$ cat config.mk
export PLATFORM = sky130hd
export DESIGN_NAME = mem_lsu
export DESIGN_NICKNAME = d
export VERILOG_FILES = /design/src/rtl/mem_lsu.sv
export SDC_FILE = /design/constraint.sdc
export NUM_CORES = 1
export LEC_CHECK = 0
export BUFFER_PORTS_ARGS = -buffer_cell sky130_fd_sc_hd__buf_2
export CAP_MARGIN = 20
export CORE_MARGIN = 8
export CORE_UTILIZATION = 44
export CTS_CLUSTER_DIAMETER = 200
export DETAILED_ROUTE_END_ITERATION = 8
export PLACE_DENSITY = 0.82
export SKIP_CTS_REPAIR_TIMING = 1
export SLEW_MARGIN = 25
export SYNTH_ARGS = -nofsm -noshare
export SYNTH_HDL_FRONTEND = slang
export SYNTH_SLANG_ARGS = --single-unit
export TNS_END_PERCENT = 20
$ cat constraint.sdc
create_clock -name clk -period 1.8 [get_ports clk]
set_clock_uncertainty 0.2 [all_clocks]
set_input_delay 0.18 -clock clk [delete_from_list [all_inputs] [get_ports clk]]
set_output_delay 0.18 -clock clk [all_outputs]
set_load 0.02 [all_outputs]
$ cat src/rtl/mem_lsu.sv
// Memory-stage load/store unit: drives an SRAM-like req/addr_ok/data_ok bus and returns
// aligned, extended load data. Only one transaction is in flight; stallM covers it.
module mem_lsu #(
    parameter int AW = 32,
    parameter int DW = 32
) (
    input  logic          clk,
    input  logic          rst,
    input  logic          memreadM,
    input  logic          memwriteM,
    input  logic [1:0]    sizeM,
    input  logic          signedM,
    input  logic [AW-1:0] aluoutM,
    input  logic [DW-1:0] writedataM,
    input  logic          flushM,
    input  logic          holdM,
    output logic [DW-1:0] readdataM,
    output logic          stallM,
    output logic          adelM,
    output logic          adesM,
    output logic [AW-1:0] badvaddrM,
    output logic          data_req,
    output logic          data_wr,
    output logic [3:0]    data_be,
    output logic [AW-1:0] data_addr,
    output logic [DW-1:0] data_wdata,
    input  logic          data_addr_ok,
    input  logic [DW-1:0] data_rdata,
    input  logic          data_data_ok
);
    typedef enum logic [1:0] {S_IDLE, S_REQ, S_DATA, S_DONE} state_t;

    state_t        state_q, state_d;
    logic          drop_q, drop_d;
    logic [DW-1:0] rdata_q, rdata_d;
    logic [AW-1:0] lat_addr_q;
    logic [1:0]    lat_off_q, lat_size_q;
    logic          lat_sgn_q, lat_wr_q;
    logic [3:0]    lat_be_q;
    logic [DW-1:0] lat_wdata_q;

    logic          misal, access, issue, latch_en;
    logic [3:0]    cur_be;
    logic [DW-1:0] cur_wdata, shifted, load_data;
    logic [AW-1:0] cur_addr;

    // size 2'b11 behaves as a word access
    assign misal     = (sizeM == 2'b01 && aluoutM[0]) || (sizeM[1] && aluoutM[1:0] != 2'b00);
    assign access    = memreadM | memwriteM;
    assign issue     = access & ~misal & ~flushM;
    assign adelM     = memreadM & misal & ~flushM;
    assign adesM     = memwriteM & misal & ~flushM;
    assign badvaddrM = aluoutM;
    assign cur_addr  = {aluoutM[AW-1:2], 2'b00};

    always_comb begin
        cur_be    = 4'b1111;
        cur_wdata = writedataM;
        if (memwriteM) begin
            case (sizeM)
                2'b00: begin
                    cur_be    = 4'b0001 << aluoutM[1:0];
                    cur_wdata = {4{writedataM[7:0]}};
                end
                2'b01: begin
                    cur_be    = aluoutM[1] ? 4'b1100 : 4'b0011;
                    cur_wdata = {2{writedataM[15:0]}};
                end
                default: ;
            endcase
        end
    end

    assign shifted = data_rdata >> {lat_off_q, 3'b000};

    always_comb begin
        case (lat_size_q)
            2'b00:   load_data = lat_sgn_q ? {{(DW-8){shifted[7]}}, shifted[7:0]}
                                           : {{(DW-8){1'b0}}, shifted[7:0]};
            2'b01:   load_data = lat_sgn_q ? {{(DW-16){shifted[15]}}, shifted[15:0]}
                                           : {{(DW-16){1'b0}}, shifted[15:0]};
            default: load_data = data_rdata;
        endcase
    end

    // Outside IDLE the bus sees only latched fields, so M-stage inputs may wander.
    assign data_wr    = (state_q == S_IDLE) ? memwriteM : lat_wr_q;
    assign data_be    = (state_q == S_IDLE) ? cur_be    : lat_be_q;
    assign data_addr  = (state_q == S_IDLE) ? cur_addr  : lat_addr_q;
    assign data_wdata = (state_q == S_IDLE) ? cur_wdata : lat_wdata_q;
    assign readdataM  = rdata_q;

    always_comb begin
        state_d  = state_q;
        drop_d   = drop_q;
        rdata_d  = rdata_q;
        latch_en = 1'b0;
        data_req = 1'b0;
        stallM   = 1'b0;
        case (state_q)
            S_IDLE: begin
                if (issue) begin
                    data_req = 1'b1;
                    stallM   = 1'b1;
                    latch_en = 1'b1;
                    state_d  = data_addr_ok ? S_DATA : S_REQ;
                end
            end
            S_REQ: begin
                data_req = 1'b1;
                stallM   = 1'b1;
                if (flushM)       drop_d  = 1'b1;
                if (data_addr_ok) state_d = S_DATA;
            end
            S_DATA: begin
                stallM = 1'b1;
                if (flushM) drop_d = 1'b1;
                if (data_data_ok) begin
                    // a flush arriving with the response still discards it
                    if (drop_q || flushM) begin
                        drop_d  = 1'b0;
                        state_d = S_IDLE;
                    end else begin
                        rdata_d = load_data;
                        state_d = S_DONE;
                    end
                end
            end
            S_DONE: begin
                if (flushM || !holdM) state_d = S_IDLE;
            end
            default: state_d = S_IDLE;
        endcase
    end

    always_ff @(posedge clk) begin
        if (rst) begin
            state_q     <= S_IDLE;
            drop_q      <= 1'b0;
            rdata_q     <= '0;
            lat_addr_q  <= '0;
            lat_off_q   <= 2'b00;
            lat_size_q  <= 2'b00;
            lat_sgn_q   <= 1'b0;
            lat_wr_q    <= 1'b0;
            lat_be_q    <= 4'b0000;
            lat_wdata_q <= '0;
        end else begin
            state_q <= state_d;
            drop_q  <= drop_d;
            rdata_q <= rdata_d;
            if (latch_en) begin
                lat_addr_q  <= cur_addr;
                lat_off_q   <= aluoutM[1:0];
                lat_size_q  <= sizeM;
                lat_sgn_q   <= signedM;
                lat_wr_q    <= memwriteM;
                lat_be_q    <= cur_be;
                lat_wdata_q <= cur_wdata;
            end
        end
    end
endmodule

# == Yosys cells after proc, flatten, opt, wreduce, memory -nomap -nowiden ==
# Index checks and enable logic that the tools add are counted.
# Widths: inputs -> output; s select.
# op_classes
mux,27
bitwise_logic,10
eq_ne,9
reduce_logical,14
n_shift,2
# ops
op,count
$mux 32,5
$pmux 32 s2,2
$shr 32x5->16,1
$mux 2,6
$mux 4,3
$ne 2x2->1 const B,4
$pmux 2 s4,1
$pmux 4 s2,1
$and 1x1->1,6
$eq 2x1->1 const B,3
$logic_not 2->1,3
$mux 1,6
$pmux 1 s2,3
$eq 2x2->1 const B,2
$reduce_and 4->1,1
$reduce_bool 2->1,2
$shl 1x2->4 const A,1
$logic_or 1x1->1,3
$not 1->1,3
$reduce_and 3->1,1
$logic_and 1x1->1,2
$reduce_or 2->1,1
$logic_not 1->1,1
$or 1x1->1,1
# word_totals
out_inout_bits,137
input_bits,107
word_cells,72
ff_bits,107

# == Longest topological paths before layout ==
# Gate-level depths: netlist of the first run.
# depth
depth_word,8
mapped_depth,8
mapped_depth_nobuf,6

# == Worst setup path after synthesis of the first run ==
# Ideal clock, no wire load.
# synth_timing
path_type,flip-flop to output port
start,reg state_q[0]
end,out data_wdata[14]
arrival_ps,1630
path_buffers,3
slack_ps,-210
stages_incl_launch_ff,8
t_required_ps,1420
cell_sequence,dfxtp_1 -> inv_1 -> ha_1 -> buf_2 -> buf_2 -> clkbuf_1 -> nor2_1 -> a21oi_1
# synth_between
elab_chain_cells,2
# synth_lines
element,line,text
start: declaration,33,"state_t state_q, state_d;"
start signal: assignment,149,state_q <= state_d;
$logic_not 2->1,90,assign data_wdata = (state_q == S_IDLE) ? cur_wdata : lat_wdata_q;
$mux 32,90,
end: declaration,26,"output logic [DW-1:0] data_wdata,"
# Every way passes these cells.

# == Worst setup path in the final report of the first run ==
# layout_timing
start,reg state_q[0]
end,out data_addr[30]
# layout_between
elab_chain_cells,2
# layout_lines
element,line,text
$logic_not 2->1,89,assign data_addr = (state_q == S_IDLE) ? cur_addr : lat_addr_q;
$mux 32,89,
end: declaration,25,"output logic [AW-1:0] data_addr,"
# Every way passes these cells.

==> results of run 1 <==
[synthesized netlist by cell type (7+ instances only)]
cell,instances,area share [%]
sky130_fd_sc_hd__nand2_1,115,7.1
sky130_fd_sc_hd__a21oi_1,100,8.3
sky130_fd_sc_hd__a211oi_1,23,2.8
sky130_fd_sc_hd__a211oi_2,21,4.3
sky130_fd_sc_hd__clkbuf_1,22,1.4
sky130_fd_sc_hd__o211ai_1,7,0.87
sky130_fd_sc_hd__o221ai_1,8,1.2
sky130_fd_sc_hd__a2bb2oi_1,7,1.0
sky130_fd_sc_hd__buf_2,14,1.2
sky130_fd_sc_hd__nor2_1,73,4.5
sky130_fd_sc_hd__mux2_2,58,11
sky130_fd_sc_hd__buf_4,47,5.8
sky130_fd_sc_hd__mux2i_1,25,4.1
sky130_fd_sc_hd__dfxtp_1,107,35
sky130_fd_sc_hd__nand3b_1,9,1.1
sky130_fd_sc_hd__o21ai_0,8,0.66
sky130_fd_sc_hd__nand2b_1,15,1.5
[flip-flops by register name, summed over array words and instances, names as in the netlist]
signal	cells
lat_off_q	2
readdataM	32
drop_q	1
lat_wdata_q	32
lat_size_q	2
lat_addr_q	30
lat_be_q	4
lat_wr_q	1
state_q	2
lat_sgn_q	1
[kinds of logic (layout without fill, tap and decap cells)]
group | after synthesis | count (layout) | share of synthesized area (%)
DFF | 107 | 107 | 35.32
buffers and inverters | 98 | 376 | 9.759
and+or+nand+nor | 226 | 226 | 16.13
AOI/OAI and AO/OA | 185 | 185 | 20.88
other | 1 | 2 | 0.06183
adders and majority gates | 6 | 6 | 1.238
muxes | 91 | 91 | 16.61
[layout by cell type, fill, tap and decap left out, types with 3 or more instances in the layout]
cell type | netlist | routed
sky130_fd_sc_hd__buf_2 | 14 | 200
sky130_fd_sc_hd__ha_1 | 6 | 4
sky130_fd_sc_hd__clkbuf_16 | 0 | 14
sky130_fd_sc_hd__a21oi_2 | 0 | 5
sky130_fd_sc_hd__o21ai_0 | 8 | 8
sky130_fd_sc_hd__nand2b_1 | 15 | 15
sky130_fd_sc_hd__a211oi_1 | 23 | 16
sky130_fd_sc_hd__mux2_1 | 6 | 6
sky130_fd_sc_hd__nor2_1 | 73 | 48
sky130_fd_sc_hd__o211ai_1 | 7 | 7
sky130_fd_sc_hd__mux2i_1 | 25 | 24
sky130_fd_sc_hd__nand3b_1 | 9 | 9
sky130_fd_sc_hd__inv_1 | 6 | 5
sky130_fd_sc_hd__o221ai_1 | 8 | 4
sky130_fd_sc_hd__buf_4 | 47 | 53
sky130_fd_sc_hd__a21oi_4 | 0 | 15
sky130_fd_sc_hd__mux2_4 | 0 | 14
sky130_fd_sc_hd__dfxtp_1 | 107 | 106
sky130_fd_sc_hd__nor2_4 | 1 | 10
sky130_fd_sc_hd__a21oi_1 | 100 | 80
sky130_fd_sc_hd__dlygate4sd3_1 | 0 | 46
sky130_fd_sc_hd__bufinv_16 | 0 | 3
sky130_fd_sc_hd__a211oi_2 | 21 | 28
sky130_fd_sc_hd__buf_6 | 4 | 32
sky130_fd_sc_hd__mux2_2 | 58 | 44
sky130_fd_sc_hd__nand2_1 | 115 | 109
sky130_fd_sc_hd__nand2_2 | 0 | 6
sky130_fd_sc_hd__a2bb2oi_1 | 7 | 7
sky130_fd_sc_hd__nor2_2 | 1 | 17
sky130_fd_sc_hd__buf_12 | 0 | 15
sky130_fd_sc_hd__o221ai_2 | 0 | 4
[through the flow]
| stage | std cells | setup TNS, ns | hold slack (ns) | cell area (sq um) | setup slack, ns |
|---|---|---|---|---|---|
| after floorplan | 715 | -2.232 | 0.09869 | 6269 | -0.07059 |
| after global placement | 1096 | -2.175 | 0.2227 | 7706 | -0.1372 |
| after detailed placement | 1096 | -6.253 | 0.2279 | 7706 | -0.1355 |
| after CTS | 1112 | -31.63 | -0.1527 | 8066 | -0.4951 |
| after global routing | 1173 | -44.04 | 0.01440 | 9231 | -0.4576 |
| final | 1173 | -32.61 | -0.002986 | 9231 | -0.4094 |
[area by class of cell]
cell class	count	area [sq um]
multi-input cells	510	3785
inverters	6	22.52
flip-flops and latches	107	2143
fillers	964	4434
clock inverters	5	107.6
repair buffers	354	2695
clock buffers	11	252.7
well taps	180	225.2
[critical path, delay by kind of cell, from the launching register on]
kind,cells,cell delay [ns]
adders and majority gates,1,0.25
buffers and inverters,4,0.55
DFF,1,0.32
muxes,1,0.35
[power by group]
part           total (mW)  internal [mW]  switching, mW
combinational        8.42           3.97           4.45
clock                2.37           1.45          0.927
sequential           2.86           2.65          0.206
[path summary, 6_finish.rpt]
kind | endpoint | cells past startpoint | slack [ns] | from
setup / recovery | data_addr[30] | 6 | -0.41 | state_q[0]
hold / removal | readdataM[7] | 3 | -0.003 | data_rdata[7]
setup reg to reg | lat_wdata_q[4] | 9 | -0.25 | state_q[0]
hold reg to reg | lat_addr_q[4] | 2 | 0.26 | lat_addr_q[4]
[routing by layer]
layer	vias to the layer above	track usage, %	routed length [microns]	share of wire, %
met5	-	0	0	0
met4	0	8.609	787	3.3
met3	72	6.815	2341	10
met2	427	34.24	11600	49
met1	3057	24.07	8776	37
li1	3001	-	-	-
==> load_flow_metrics.sql, run 1 <==
INSERT INTO impl_metrics (metric_group, metric, value, unit) VALUES
('logic_synthesis', 'synth_seq_cells', '107', ''),
('logic_synthesis', 'dominant_register_cell_in_the_synthesized_netlist', 'sky130_fd_sc_hd__dfxtp_1', ''),
('logic_synthesis', 'synth.yosys.warnings', '0', ''),
('routing', 'wl_per_cell', '20.04', 'microns'),
('place', 'place.gp.congestion', '0.9023', ''),
('routing', 'routed_vias_inst', '5.590', ''),
('sta', 'final_max_slew_viol_count', '0', ''),
('clock_network', 'cts_buffer_depth', '2', ''),
('status', 'run_status', 'finished, violations left', ''),
('worst_setup_path', 'criticalPathCategory', 'flip-flop to primary output', ''),
('power', 'cell_area_power_density', '1479', 'nW/um^2'),
('logic_synthesis', 'synthCells', '714', ''),
('clock_network', 'ctsRootBufferMaster', 'sky130_fd_sc_hd__clkbuf_16', ''),
('floorplanning', 'i_o_pin_total', '244', ''),
('sta', 'finalCriticalPeriod', '2.209', 'ns'),
('logic_synthesis', 'async_reset_ff_share', '0', '%'),
('flow_run', 'max_cap_viol_count', '0', ''),
('global_route', 'grt_max_degree', '71', ''),
('final_layout', 'finish.net_count', '1101', ''),
('floorplanning', 'floorplan.die_area', '17800', 'sq um'),
('global_route', 'grt_pass1_wl', '30370', 'microns'),
('clock_network', 'clock_insertion_delay_at_the_later_pin_of_the_skew_report', '0.35', 'ns'),
('routing', 'finalWirelength', '23510', 'microns'),
('worst_setup_path', 'crit_path_start_kind', 'flip-flop', ''),
('min_path', 'holdCritPathClass', 'input port to flip-flop', ''),
('logic_synthesis', 'synth.lib_cells_used.distinct', '44', ''),
('logic_synthesis', 'synth_edf_count', '0', ''),
('worst_setup_path', 'cp.required', '1.42', 'ns'),
('global_route', 'antenna_found_initial', '0', ''),
('sta', 'worst-slew-pin-transition', '0.5052', 'ns'),
('worst_setup_path', 'critPathMaxStageDelay', '0.35', 'ns'),
('power', 'power.ir.vdd_worst', '1.050', 'mV'),
('floorplanning', 'rows', '43', ''),
('worst_setup_path', 'critical_path.slowest_cell', 'sky130_fd_sc_hd__mux2_2', ''),
('logic_synthesis', 'syn_area', '6065', 'sq um'),
('sta', 'worst_rel_slew_slack', '65.36', '%'),
('sta', 'grt_setup_unrepaired', 'true', ''),
('logic_synthesis', 'avgSynthCellArea', '8.494', 'sq um'),
('sta', 'finalWorstSetupSlack', '-0.4094', 'ns'),
('routing', 'drt-pass1-iter-count', '4', ''),
('worst_setup_path', 'timing.critical_path.cells', 'inv_2 -> buf_6 -> ha_4 -> clkbuf_16 -> mux2_2 -> buf_2', ''),
('routing', 'first_iter_violations', '400', ''),
('global_route', 'global_route.overflow_total', '0', ''),
('worst_setup_path', 'arrival', '1.83', 'ns'),
('final_layout', 'syn2layout_area_growth', '52.22', '%'),
('power', 'p_leak', '3.911', 'nW'),
('sta', 'layout_worst_path_cycle_share', '122.7', '%'),
('worst_setup_path', 'worst_setup_path_end_kind', 'primary output', ''),
('clock_network', 'number_of_clock_buffers_inserted_by_tritoncts', '9', ''),
('floorplanning', 'fp.dieH', '133.4', 'microns'),
('clock_network', 'cts_tree', 'built', ''),
('sta', 'fin_hold_ws', '-0.002986', 'ns'),
('power', 'total_power', '13.65', 'mW'),
('place', 'hpwlAfterDp', '14740', 'microns'),
('final_layout', 'insertedDiodeCount', '0', ''),
('global_route', 'number_of_global_route_vias_before_repair', '5998', ''),
('sta', 'max_clock_freq', '452.6', 'MHz'),
('routing', 'ant_nets', '0', ''),
('status', 'violations_in_the_final_reports', 'negative hold slack, negative setup slack', ''),
('floorplanning', 'core_area', '13670', 'sq um'),
('global_route', 'grt_usage', '20.70', '%'),
('place', 'port-buffer-count', '241', ''),
('floorplanning', 'die_width', '133.4', 'microns'),
('final_layout', 'drive_above_1_share', '48.84', '%'),
('sta', 'finalHoldViolCount', '1', ''),
('clock_network', 'cts.sinks', '107', ''),
('routing', 'routed-via-count', '6557', ''),
('final_layout', 'fin_util', '67.55', '%'),
('clock_network', 'htreeDepth', '3', ''),
('floorplanning', 'initial_core_util', '44.38', '%'),
('routing', 'remaining_drc_errors', '0', ''),
('logic_synthesis', 'yosysSeqAreaShare', '35.32', '%'),
('sta', 'report.final.setup_viol', '166', ''),
('worst_setup_path', 'cp_max_fo', '12', ''),
('clock_network', 'clk_pin_slew_worst_paths', '0.07', 'ns');
No activity file was read; power rests on OpenSTA's default activity.
==> run 2, diff against run 1 <==
TNS_END_PERCENT = default   (was 20)
==> load_flow_metrics.sql, run 2 (synthesis gave the netlist of run 1 again) <==
INSERT INTO impl_metrics (metric_group, metric, value, unit) VALUES
('status', 'run_status', 'finished, violations left', ''),
('status', 'violations_in_the_final_reports', 'negative setup slack', ''),
('power', 'switching_share_of_power', '41.08', '%'),
('routing', 'wl_per_cell', '24.45', 'microns'),
('worst_setup_path', 'criticalPathCategory', 'flip-flop to primary output', ''),
('power', 'power_frac_comb', '68.6', '%'),
('routing', 'routed-via-count', '7213', ''),
('place', 'place.gp.congestion', '0.8776', ''),
('sta', 'layout_worst_path_cycle_share', '118.0', '%'),
('routing', 'remaining_drc_errors', '0', ''),
('clock_network', 'htreeDepth', '3', ''),
('routing', 'ant_nets', '0', ''),
('clock_network', 'cts_tree', 'built', ''),
('min_path', 'holdCritPathClass', 'input port to flip-flop', ''),
('place', 'hpwlAfterDp', '14920', 'microns'),
('final_layout', 'final_common_cell', 'sky130_fd_sc_hd__buf_2', ''),
('clock_network', 'clk_pin_slew_worst_paths', '0.07', 'ns'),
('sta', 'finalWorstSetupSlack', '-0.3239', 'ns'),
('power', 'p_switching', '6.654', 'mW'),
('sta', 'max_clock_freq', '470.8', 'MHz'),
('sta', 'final_max_slew_viol_count', '0', ''),
('place', 'pre_cts_ws', '-0.07388', 'ns'),
('final_layout', 'filler_cell_count', '754', ''),
('floorplanning', 'i_o_pin_total', '244', ''),
('place', 'placed_cell_area', '7681', 'sq um'),
('floorplanning', 'core_area', '13670', 'sq um'),
('sta', 'grt_setup_unrepaired', 'true', ''),
('global_route', 'grt_pass1_wl', '30620', 'microns'),
('clock_network', 'cts_buffer_depth', '2', ''),
('power', 'seq_power_share', '18.0', '%'),
('clock_network', 'number_of_clock_buffers_inserted_by_tritoncts', '9', ''),
('power', 'intPower', '9.544', 'mW'),
('floorplanning', 'fp.dieH', '133.4', 'microns'),
('power', 'power.clock.fraction', '13.4', '%'),
('sta', 'finalCriticalPeriod', '2.124', 'ns'),
('final_layout', 'final_design_area_no_fill', '10670', 'sq um'),
('final_layout', 'finish.net_count', '1134', ''),
('routing', 'routed_vias_inst', '5.981', ''),
('place', 'port-buffer-count', '241', ''),
('routing', 'drt-pass1-iter-count', '5', ''),
('power', 'power.ir.vdd_worst', '1.132', 'mV'),
('floorplanning', 'floorplan.die_area', '17800', 'sq um'),
('power', 'p_leak', '4.496', 'nW'),
('clock_network', 'clock_insertion_delay_at_the_later_pin_of_the_skew_report', '0.35', 'ns'),
('sta', 'finalHoldViolCount', '0', ''),
('final_layout', 'syn2layout_area_growth', '75.86', '%'),
('routing', 'finalWirelength', '29490', 'microns'),
('final_layout', 'mostFrequentLayoutCells', 'sky130_fd_sc_hd__buf_2, sky130_fd_sc_hd__dfxtp_1, sky130_fd_sc_hd__nand2_1', ''),
('worst_setup_path', 'crit_path_start_kind', 'flip-flop', ''),
('floorplanning', 'initial_core_util', '44.38', '%'),
('floorplanning', 'die_width', '133.4', 'microns'),
('flow_run', 'max_cap_viol_count', '0', ''),
('routing', 'first_iter_violations', '609', ''),
('global_route', 'antenna_found_initial', '1', ''),
('clock_network', 'cts.sinks', '107', ''),
('worst_setup_path', 'cp.required', '1.42', 'ns'),
('global_route', 'number_of_global_route_vias_before_repair', '5929', ''),
('worst_setup_path', 'worst_setup_path_end_kind', 'primary output', ''),
('power', 'cell_area_power_density', '1519', 'nW/um^2'),
('global_route', 'grt_usage', '21.09', '%'),
('floorplanning', 'rows', '43', ''),
('final_layout', 'drive_above_1_share', '59.12', '%'),
('global_route', 'global_route.overflow_total', '0', ''),
('worst_setup_path', 'arrival', '1.74', 'ns'),
('sta', 'report.final.setup_viol', '132', ''),
('clock_network', 'ctsRootBufferMaster', 'sky130_fd_sc_hd__clkbuf_16', ''),
('sta', 'final_total_negative_setup_slack', '-22.73', 'ns'),
('global_route', 'grt_max_degree', '54', ''),
('worst_setup_path', 'cp_max_fo', '6', '');
## run 2: changes by cell type in the layout (fill, tap and decap cells not counted), sizes merged
| cell | delta |
|---|---|
| buf | +18 |
| diode | +1 |
| clkinv | -1 |
| inv | -1 |
| bufinv | -1 |
| clkbuf | +17 |
## run 2: metal layers
layer	vias to the layer above	GRT usage [%]	share of wire, %
met2	550	33.93	49
li1	3079	-	-
met4	0	9.295	4.9
met5	-	0	0
met1	3469	25.09	36
met3	115	7.003	9.7
## run 2: power groups by stage
stage | Combinational [mW] | Sequential [mW] | Clock (mW)
6_report | 11.1 | 2.92 | 2.17
5_1_grt | 11.4 | 2.94 | 2.25
4_1_cts | 6.50 | 2.81 | 2.17
3_5_place_dp | 6.47 | 2.86 | 0
3_3_place_gp | 6.42 | 2.85 | 0
2_1_floorplan | 4.50 | 2.92 | 0
## run 2: through the flow
step           instances  utilization (%)  hold slack (ns)  power, mW
2_1_floorplan        715                -          0.09869      7.415
3_3_place_gp        1095            56.21           0.2241      9.277
3_5_place_dp        1095            56.21           0.2336      9.337
4_1_cts             1110            58.48          -0.1431      11.48
5_1_grt             1206            78.04          0.02729      16.64
6_report            1206            78.04          0.01342      16.20
## run 2: final timing paths
check | endpoint | cells after the start | from | slack, ns
setup reg to reg | lat_wdata_q[12] | 8 | state_q[1] | -0.19
hold reg to reg | lat_addr_q[31] | 2 | lat_addr_q[31] | 0.26
setup / recovery | data_addr[4] | 6 | state_q[1] | -0.32
hold / removal | readdataM[29] | 3 | data_rdata[29] | 0.01
## run 2: cell type report
type / instances / area [sq um] / area share [%]
Inverter: 6 / 25.02 / 0.2346
Antenna cell: 1 / 2.502 / 0.02346
Clock buffer: 13 / 250.2 / 2.346
Clock inverter: 2 / 60.06 / 0.5631
Timing Repair Buffer: 387 / 3568 / 33.46
Multi-Input combinational cell: 510 / 4387 / 41.13
Tap cell: 180 / 225.2 / 2.112
Sequential cell: 107 / 2147 / 20.13
## run 2: critical path, cell delays in order (launching register included)
cell	delay, ns
sky130_fd_sc_hd__dfxtp_2	0.34
sky130_fd_sc_hd__inv_2	0.08
sky130_fd_sc_hd__ha_4	0.19
sky130_fd_sc_hd__buf_12	0.16
sky130_fd_sc_hd__buf_8	0.14
sky130_fd_sc_hd__mux2_2	0.35
sky130_fd_sc_hd__buf_6	0.14
